$ cat src/rtl/shift_normalize.sv
// shift_normalize: six-register pipelined 32-bit normalizer (CLZ/CTZ plus shift), the inverse of the barrel shifter.
// Optional output backpressure is enabled with `define NORM_BACKPRESSURE_EN.
module shift_normalize (
  input  logic        clk,
  input  logic        reset,
  input  logic [31:0] I,
  input  logic        R,
  input  logic        in_valid,
  output logic        in_ready,
`ifdef NORM_BACKPRESSURE_EN
  input  logic        out_ready,
`endif
  output logic [31:0] O,
  output logic [4:0]  S,
  output logic        Z,
  output logic        out_valid
);

  // Index 0 is the capture register; indices 1..5 are the 16/8/4/2/1 stages.
  logic [5:0][31:0] w;
  logic [5:0][4:0]  cnt;
  logic [5:0]       r;
  logic [5:0]       v;
  logic [5:1][31:0] nxt_w;
  logic [5:1][4:0]  nxt_c;
  logic             advance;

  function automatic logic [31:0] rev32(input logic [31:0] x);
    logic [31:0] y;
    for (int b = 0; b < 32; b++) y[b] = x[31-b];
    return y;
  endfunction

`ifdef NORM_BACKPRESSURE_EN
  assign advance = !(out_valid && !out_ready);
`else
  assign advance = 1'b1;
`endif
  assign in_ready = advance;

  // Stage j tests the top (32 >> j) bits, shifts them out if zero, and records that power of two in the count.
  always_comb begin
    nxt_w = '0;
    nxt_c = '0;
    for (int j = 1; j <= 5; j++) begin
      if ((w[j-1] & ~(32'hFFFF_FFFF >> (32 >> j))) == 32'd0) begin
        nxt_w[j] = w[j-1] << (32 >> j);
        nxt_c[j] = cnt[j-1] | 5'(32 >> j);
      end else begin
        nxt_w[j] = w[j-1];
        nxt_c[j] = cnt[j-1];
      end
    end
  end

  always_ff @(posedge clk or negedge reset) begin
    if (!reset) begin
      w         <= '0;
      cnt       <= '0;
      r         <= '0;
      v         <= '0;
      O         <= '0;
      S         <= '0;
      Z         <= 1'b0;
      out_valid <= 1'b0;
    end else if (advance) begin
      w[0]   <= R ? rev32(I) : I;
      cnt[0] <= '0;
      r[0]   <= R;
      v[0]   <= in_valid;
      for (int j = 1; j <= 5; j++) begin
        w[j]   <= nxt_w[j];
        cnt[j] <= nxt_c[j];
        r[j]   <= r[j-1];
        v[j]   <= v[j-1];
      end
      // Right mode worked on the mirrored word, so mirror it back on the way out.
      O         <= r[5] ? rev32(w[5]) : w[5];
      S         <= cnt[5];
      Z         <= (w[5] == 32'd0);
      out_valid <= v[5];
    end
  end

endmodule
$ cat config.mk
export PLATFORM = sky130hd
export DESIGN_NAME = shift_normalize
export DESIGN_NICKNAME = d
export VERILOG_FILES = /design/src/rtl/shift_normalize.sv
export SDC_FILE = /design/constraint.sdc
export NUM_CORES = 1
export LEC_CHECK = 0
export ABC_CLOCK_PERIOD_IN_PS = 2000
export CORE_MARGIN = 5
export CORE_UTILIZATION = 57
export CTS_CLUSTER_DIAMETER = 60
export DETAILED_ROUTE_END_ITERATION = 7
export GPL_TIMING_DRIVEN = 0
export HOLD_SLACK_MARGIN = 0.15
export PLACE_DENSITY = 0.79
export SLEW_MARGIN = 20
export SYNTH_ARGS = -nofsm -noshare
export SYNTH_HDL_FRONTEND = slang
export SYNTH_SLANG_ARGS = --single-unit
$ cat constraint.sdc
create_clock -name clk -period 2 [get_ports clk]
set_clock_uncertainty 0.15 [all_clocks]
set_input_delay 0.4 -clock clk [delete_from_list [all_inputs] [get_ports clk]]
set_output_delay 0.4 -clock clk [all_outputs]
set_load 0.03 [all_outputs]
==> results_dict.tcl, run 1 <==
set metrics [dict create \
    hold_path_class "primary input to register" \
    viasPerCell 5.00 \
    hold_viol 0 \
    yosysWarnings 0 \
    crit_chain "nor4_1, nand2_2, clkinv_2, buf_6, mux2_1" \
    grt_pass1_vias 4919 \
    synth_most_common_cell "dfrtp_1" \
    netlist_top_cells_count "258 x dfrtp_1, 145 x mux2_2, 29 x a21o_1" \
    status "finished, final reports clean" \
    grt.total_usage_pct 17.3 \
    drv_cap 0 \
    worstSetupPathType "register to register" \
    holdPathStages 1 \
    drt-pass1-iter-count 4 \
    cts-root-buf "clkbuf_16" \
    gp_congestion 1.02 \
    routedWlPerCell_um 16.6 \
    die_y_um 136 \
    wl_mm 14.5 \
    syn-cell-area_sq_mm 0.00906 \
    setup_viol_count_final 0 \
    fin_util_pct 69.2 \
    synth_seq_cells 258 \
    synth_area_per_cell_sq_um 17.0 \
    rsz0062_at_grt "false" \
    finish.instance_area_sq_mm 0.0109 \
    power.density_mw_per_mm2 1090 \
    cp.required_ps 2230 \
    portBuffers 74 \
    cp.buffers_inverters 2 \
    cts_tree "done" \
    slowest_stage "dfrtp_1" \
    ff2ff_setup_slack_ps 120 \
    num_io_pins 76 \
    synth_edf_count 0 \
    antennaDiodeCount 0 \
    grt_max_degree 101 \
    cpLargestDelayFamily "simple AND/OR/NAND/NOR gates" \
    worstSetupEndpointType "register" \
    cp_data_arrival_time_ps 2120 \
    start_util_pct 57.7 \
    placed_cells_incl_taps 825 \
    ys_top_cells_by_area "dfrtp_1 71%, mux2_2 18%, a21o_1 2.4%, and2_1 1.7%, mux2_4 1.7%" \
    reg2reg_to "w[87]" \
    cts_setup_buffers 0 \
    dp_worst_setup_slack_ps -71.4 \
    layout.cells.non_filler 870 \
    clock_latency_ps 500 \
    cts.path.max_buffers 3 \
    crit_path_start_kind "register" \
    cts_num_sinks 258 \
    fp.dieW_um 136 \
    p_leak_nw 4.91 \
    r2r_cells 5 \
    drtIter0Drc 189 \
    post-dp-hpwl_mm 9.71 \
    syn_inst 533 \
    antenna_found_initial 0 \
    die_area_sq_mm 0.0185 \
    crit_start "w[56]" \
    remaining_drc_errors 0 \
    grt_pass1_wl_mm 25.0 \
    htreeDepth 1 \
    nets 672 \
    synth_top_area_share_pct 71.3 \
    irDropWorstVdd_v 0.000567 \
    synth.distinct_cells 23 \
    path_clk_slew_ps 60 \
    cts_buffers 24 \
    min_to "v[0]" \
    timing.fmax_mhz 531 \
    worst_slew_pin_slew_ps 695 \
    drive_gt1_share_pct 33.6 \
    period_needed_ps 1880 \
    drtAntennaViolNets 0 \
    slew_viol_final 0 \
    core.rowCount 46 \
    synth_nets 569 \
    synth_top_area_cell "dfrtp_1" \
    slew_headroom_pct 53.6 \
    vias 4353 \
    period_share_pct 94.2 \
    synth-main-ff-cell "dfrtp_1" \
    core_area_sq_mm 0.0157 \
    worstHoldStart "in_valid" \
    slowest_delay_ps 420 \
    r2r-start "w[56]" \
    grt-ovfl-total 0 \
    async_flop_share_pct 100 \
    ys_seq_area_share_pct 71.3 \
    syn2layout_area_growth_pct 20.0 \
    place_area_sq_mm 0.0101 \
    layout_setup_ws_ps 116 \
    critPathMaxFanout 10 \
]
## worst max path at each step
stage / depth (start not counted) / endpoint
finish: 5 / w[87]
floorplan: 5 / w[87]
global placement: 1 / w[23]
detailed placement: 4 / w[10]
CTS: 5 / w[82]
global route: 5 / w[87]
## metrics by stage
step	total power [mW]	hold slack [ps]	setup TNS [ps]
floorplan	7.02	-45.6	0
global placement	7.65	182	-2341170
detailed placement	7.70	185	-1550
CTS	12.0	165	0
global route	12.4	180	0
finish	11.9	187	0
## layout make-up
type                            count  area (sq um)
Buffer                             23           159
Fill cell                        1043          4840
Inverter                            5          20.0
Timing Repair Buffer               77           762
Sequential cell                   258          6460
Tap cell                          216           270
Multi-Input combinational cell    247          2430
Clock inverter                      9          77.6
Clock buffer                       35           693
## routing by layer
layer  GRT usage, %  up-vias  routed length, um
met4           6.33        0                439
met2           33.1      116               8210
met3           2.66       35                648
met1           19.4     2152               5180
li1               -     2050                  -
met5              0        -                  0
## placed cells by master (no fill, tap or decap), drive strengths merged, types with 3 or more instances in the layout
cell type / netlist / final
nor2b: 6 / 6
buf: 19 / 22
clkbuf: 4 / 39
inv: 4 / 4
mux2: 161 / 161
nor4: 15 / 15
a21o: 29 / 29
dlygate4sd2: 0 / 39
clkdlybuf4s50: 0 / 34
and2: 25 / 25
nand4: 3 / 3
dfrtp: 258 / 258
clkinv: 1 / 9
## registers in the layout, summed over array words and instances (netlist names)
register,flops
O,32
S,5
Z,1
cnt,15
out_valid,1
r,6
v,6
w,192
## worst register-to-register path, stage by stage, from the launching register on
cell,delay (ps)
dfrtp_1,420
nor4_1,360
nand2_2,180
clkinv_2,180
buf_6,160
mux2_1,320
## power breakdown
group	total, mW	leakage, nW	switching, mW	internal, mW
logic	1.39	1.47	0.715	0.678
registers	6.12	3.05	0.320	5.80
clock network	4.34	0.384	1.80	2.54
## repair_timing
| item | CTS | global route |
|---|---|---|
| hold buffers | 1 | 0 |
| setup endpoints to repair | 50 | 10 |
| cloned | 0 | 0 |
| endpoints found under the hold margin | 98 | 0 |
| pin swaps | 1 | 0 |
| resized for setup | 40 | 1 |
## logic make-up after synthesis
family,after synthesis,synth area share [%]
flops,258,71.3
compound gates,31,2.51
mux,161,20.4
other cells,1,0.0414
simple gates,54,3.78
buf+inv,28,1.97
(Power assumes the default switching activity.)
==> inputs of run 2 (changes only) <==
Settings changed: CTS_CLUSTER_DIAMETER 60 to unset.
==> results of run 2 <==
Final layout, timing and power as in run 1 (identical DEF).
==> inputs of run 3 (changes only) <==
Settings changed: CORE_MARGIN 5 to 4.
==> run 3 against run 2 <==
Against the previous run:
- sequential power about the same
- global-route usage rose by 0.18 points
- critical endpoint is now w[78]
- register-to-register slack about the same
==> results_dict.tcl, run 3 (synthesized netlist as in run 1, its figures left out) <==
set metrics [dict create \
    status "finished, final reports clean" \
    layout.cells.non_filler 869 \
    r2r_cells 5 \
    core_area_sq_mm 0.0154 \
    cp_data_arrival_time_ps 2130 \
    cp.required_ps 2230 \
    largest_reg_flops 192 \
    path_clk_slew_ps 60 \
    slew_viol_final 0 \
    timing.fmax_mhz 527 \
    grt-ovfl-total 0 \
    hold_viol 0 \
    setup_viol_count_final 0 \
    remaining_drc_errors 0 \
    syn2layout_area_growth_pct 21.8 \
    irDropWorstVdd_v 0.000726 \
    core.rowCount 45 \
    slew_headroom_pct 63.2 \
    placed_cells_incl_taps 820 \
    cts_tree "done" \
    worst_slew_pin_slew_ps 548 \
    cts-root-buf "clkbuf_16" \
    grt_max_degree 113 \
    top_register "w" \
    drv_cap 0 \
    period_needed_ps 1900 \
    antennaDiodeCount 0 \
    portBuffers 74 \
    period_share_pct 94.9 \
    fin_util_pct 71.8 \
    cts_buffers 25 \
    drtAntennaViolNets 0 \
    routedWlPerCell_um 17.3 \
    clock_latency_ps 510 \
    critPathMaxFanout 10 \
    start_util_pct 58.9 \
    worstSetupPathType "register to register" \
    holdPathStages 0 \
    cts_num_sinks 258 \
    finalSetupTns_ps 0 \
    grt_pass1_vias 5031 \
    cts.path.max_buffers 3 \
    fp.dieW_um 134 \
    viasPerCell 5.11 \
    nets 675 \
    htreeDepth 1 \
    hold_path_class "register to register" \
    drtIter0Drc 151 \
    num_io_pins 76 \
    die_y_um 134 \
    worstSetupEndpointType "register" \
    vias 4440 \
    gp_congestion 0.956 \
    mostFrequentLayoutCells "258 x dfrtp_1, 145 x mux2_2, 39 x dlygate4sd2_1, 34 x clkdlybuf4s50_1, 29 x a21o_1" \
    die_area_sq_mm 0.0180 \
    antenna_found_initial 0 \
    power.density_mw_per_mm2 1140 \
    post-dp-hpwl_mm 9.94 \
    drive_gt1_share_pct 34.5 \
    grt_pass1_wl_mm 24.9 \
    drt-pass1-iter-count 4 \
    grt.total_usage_pct 17.5 \
    final_common_cell "dfrtp_1" \
    wl_mm 15.1 \
    reg_top3 "w: 192 flops, O: 32 flops, cnt: 15 flops" \
    p_leak_nw 4.98 \
    crit_path_start_kind "register" \
]
-- run 3: stage by stage --
stage               setup slack [ps]  power [mW]  instance area, sq um  hold WS (ps)
finish                           103        12.5                 11000           189
global route                   -13.6        13.0                 11000           205
CTS                             44.4        12.6                 11000           183
detailed placement             -80.7        7.71                 10100           125
global placement               -9030        7.65                 10100           184
floorplan                        366        7.02                  9060         -45.6
-- run 3: worst paths after layout --
| path | to | start | slack [ps] |
|---|---|---|---|
| setup / recovery | w[78] | w[61] | 100 |
| hold / removal | cnt[19] | cnt[14] | 190 |
| setup reg to reg | w[78] | w[61] | 100 |
| hold reg to reg | cnt[19] | cnt[14] | 190 |
| max in group asynchronous | w[44] | reset | 400 |
| min in group asynchronous | S[0] | reset | 200 |
-- run 3: worst max-delay path, stage by stage, from the launching register on --
cell and delay [ps]:
dfrtp_1 380, nor4_1 410, nand2_2 190, clkinv_2 180, buf_12 170, mux2_4 300
-- run 3: report_power, final --
| group | internal [mW] | switching (mW) |
|---|---|---|
| logic | 0.682 | 0.727 |
| clock network | 3.14 | 1.85 |
| registers | 5.80 | 0.326 |
| total | 9.62 | 2.90 |
-- run 3: final cells by class --
class | count | area [sq um]
sequential | 258 | 6460
buffer | 23 | 159
clock buffer | 33 | 706
timing repair buffer | 79 | 795
multi-input combinational | 247 | 2430
clock inverter | 13 | 204
tap | 211 | 264
inverter | 5 | 20.0
fill | 946 | 4340
-- run 3: repair_timing --
action                                  CTS  global route
buffers inserted                          0             1
gates resized for setup                  39             1
hold buffers                              1             0
gates cloned                              0             1
hold endpoints to repair                146             0
pin swaps                                 0             1
endpoints found under the setup margin   39            34
-- run 3: layer usage --
metal  track usage, %  share of wire, %  wire length [um]  vias up
met1             18.7                35              5270     2181
met2             32.4                54              8130      152
met3             3.34               5.3               794       48
met4             9.90               5.7               855        0
li1                 -                 -                 -     2059
met5                0                 0                 0        -
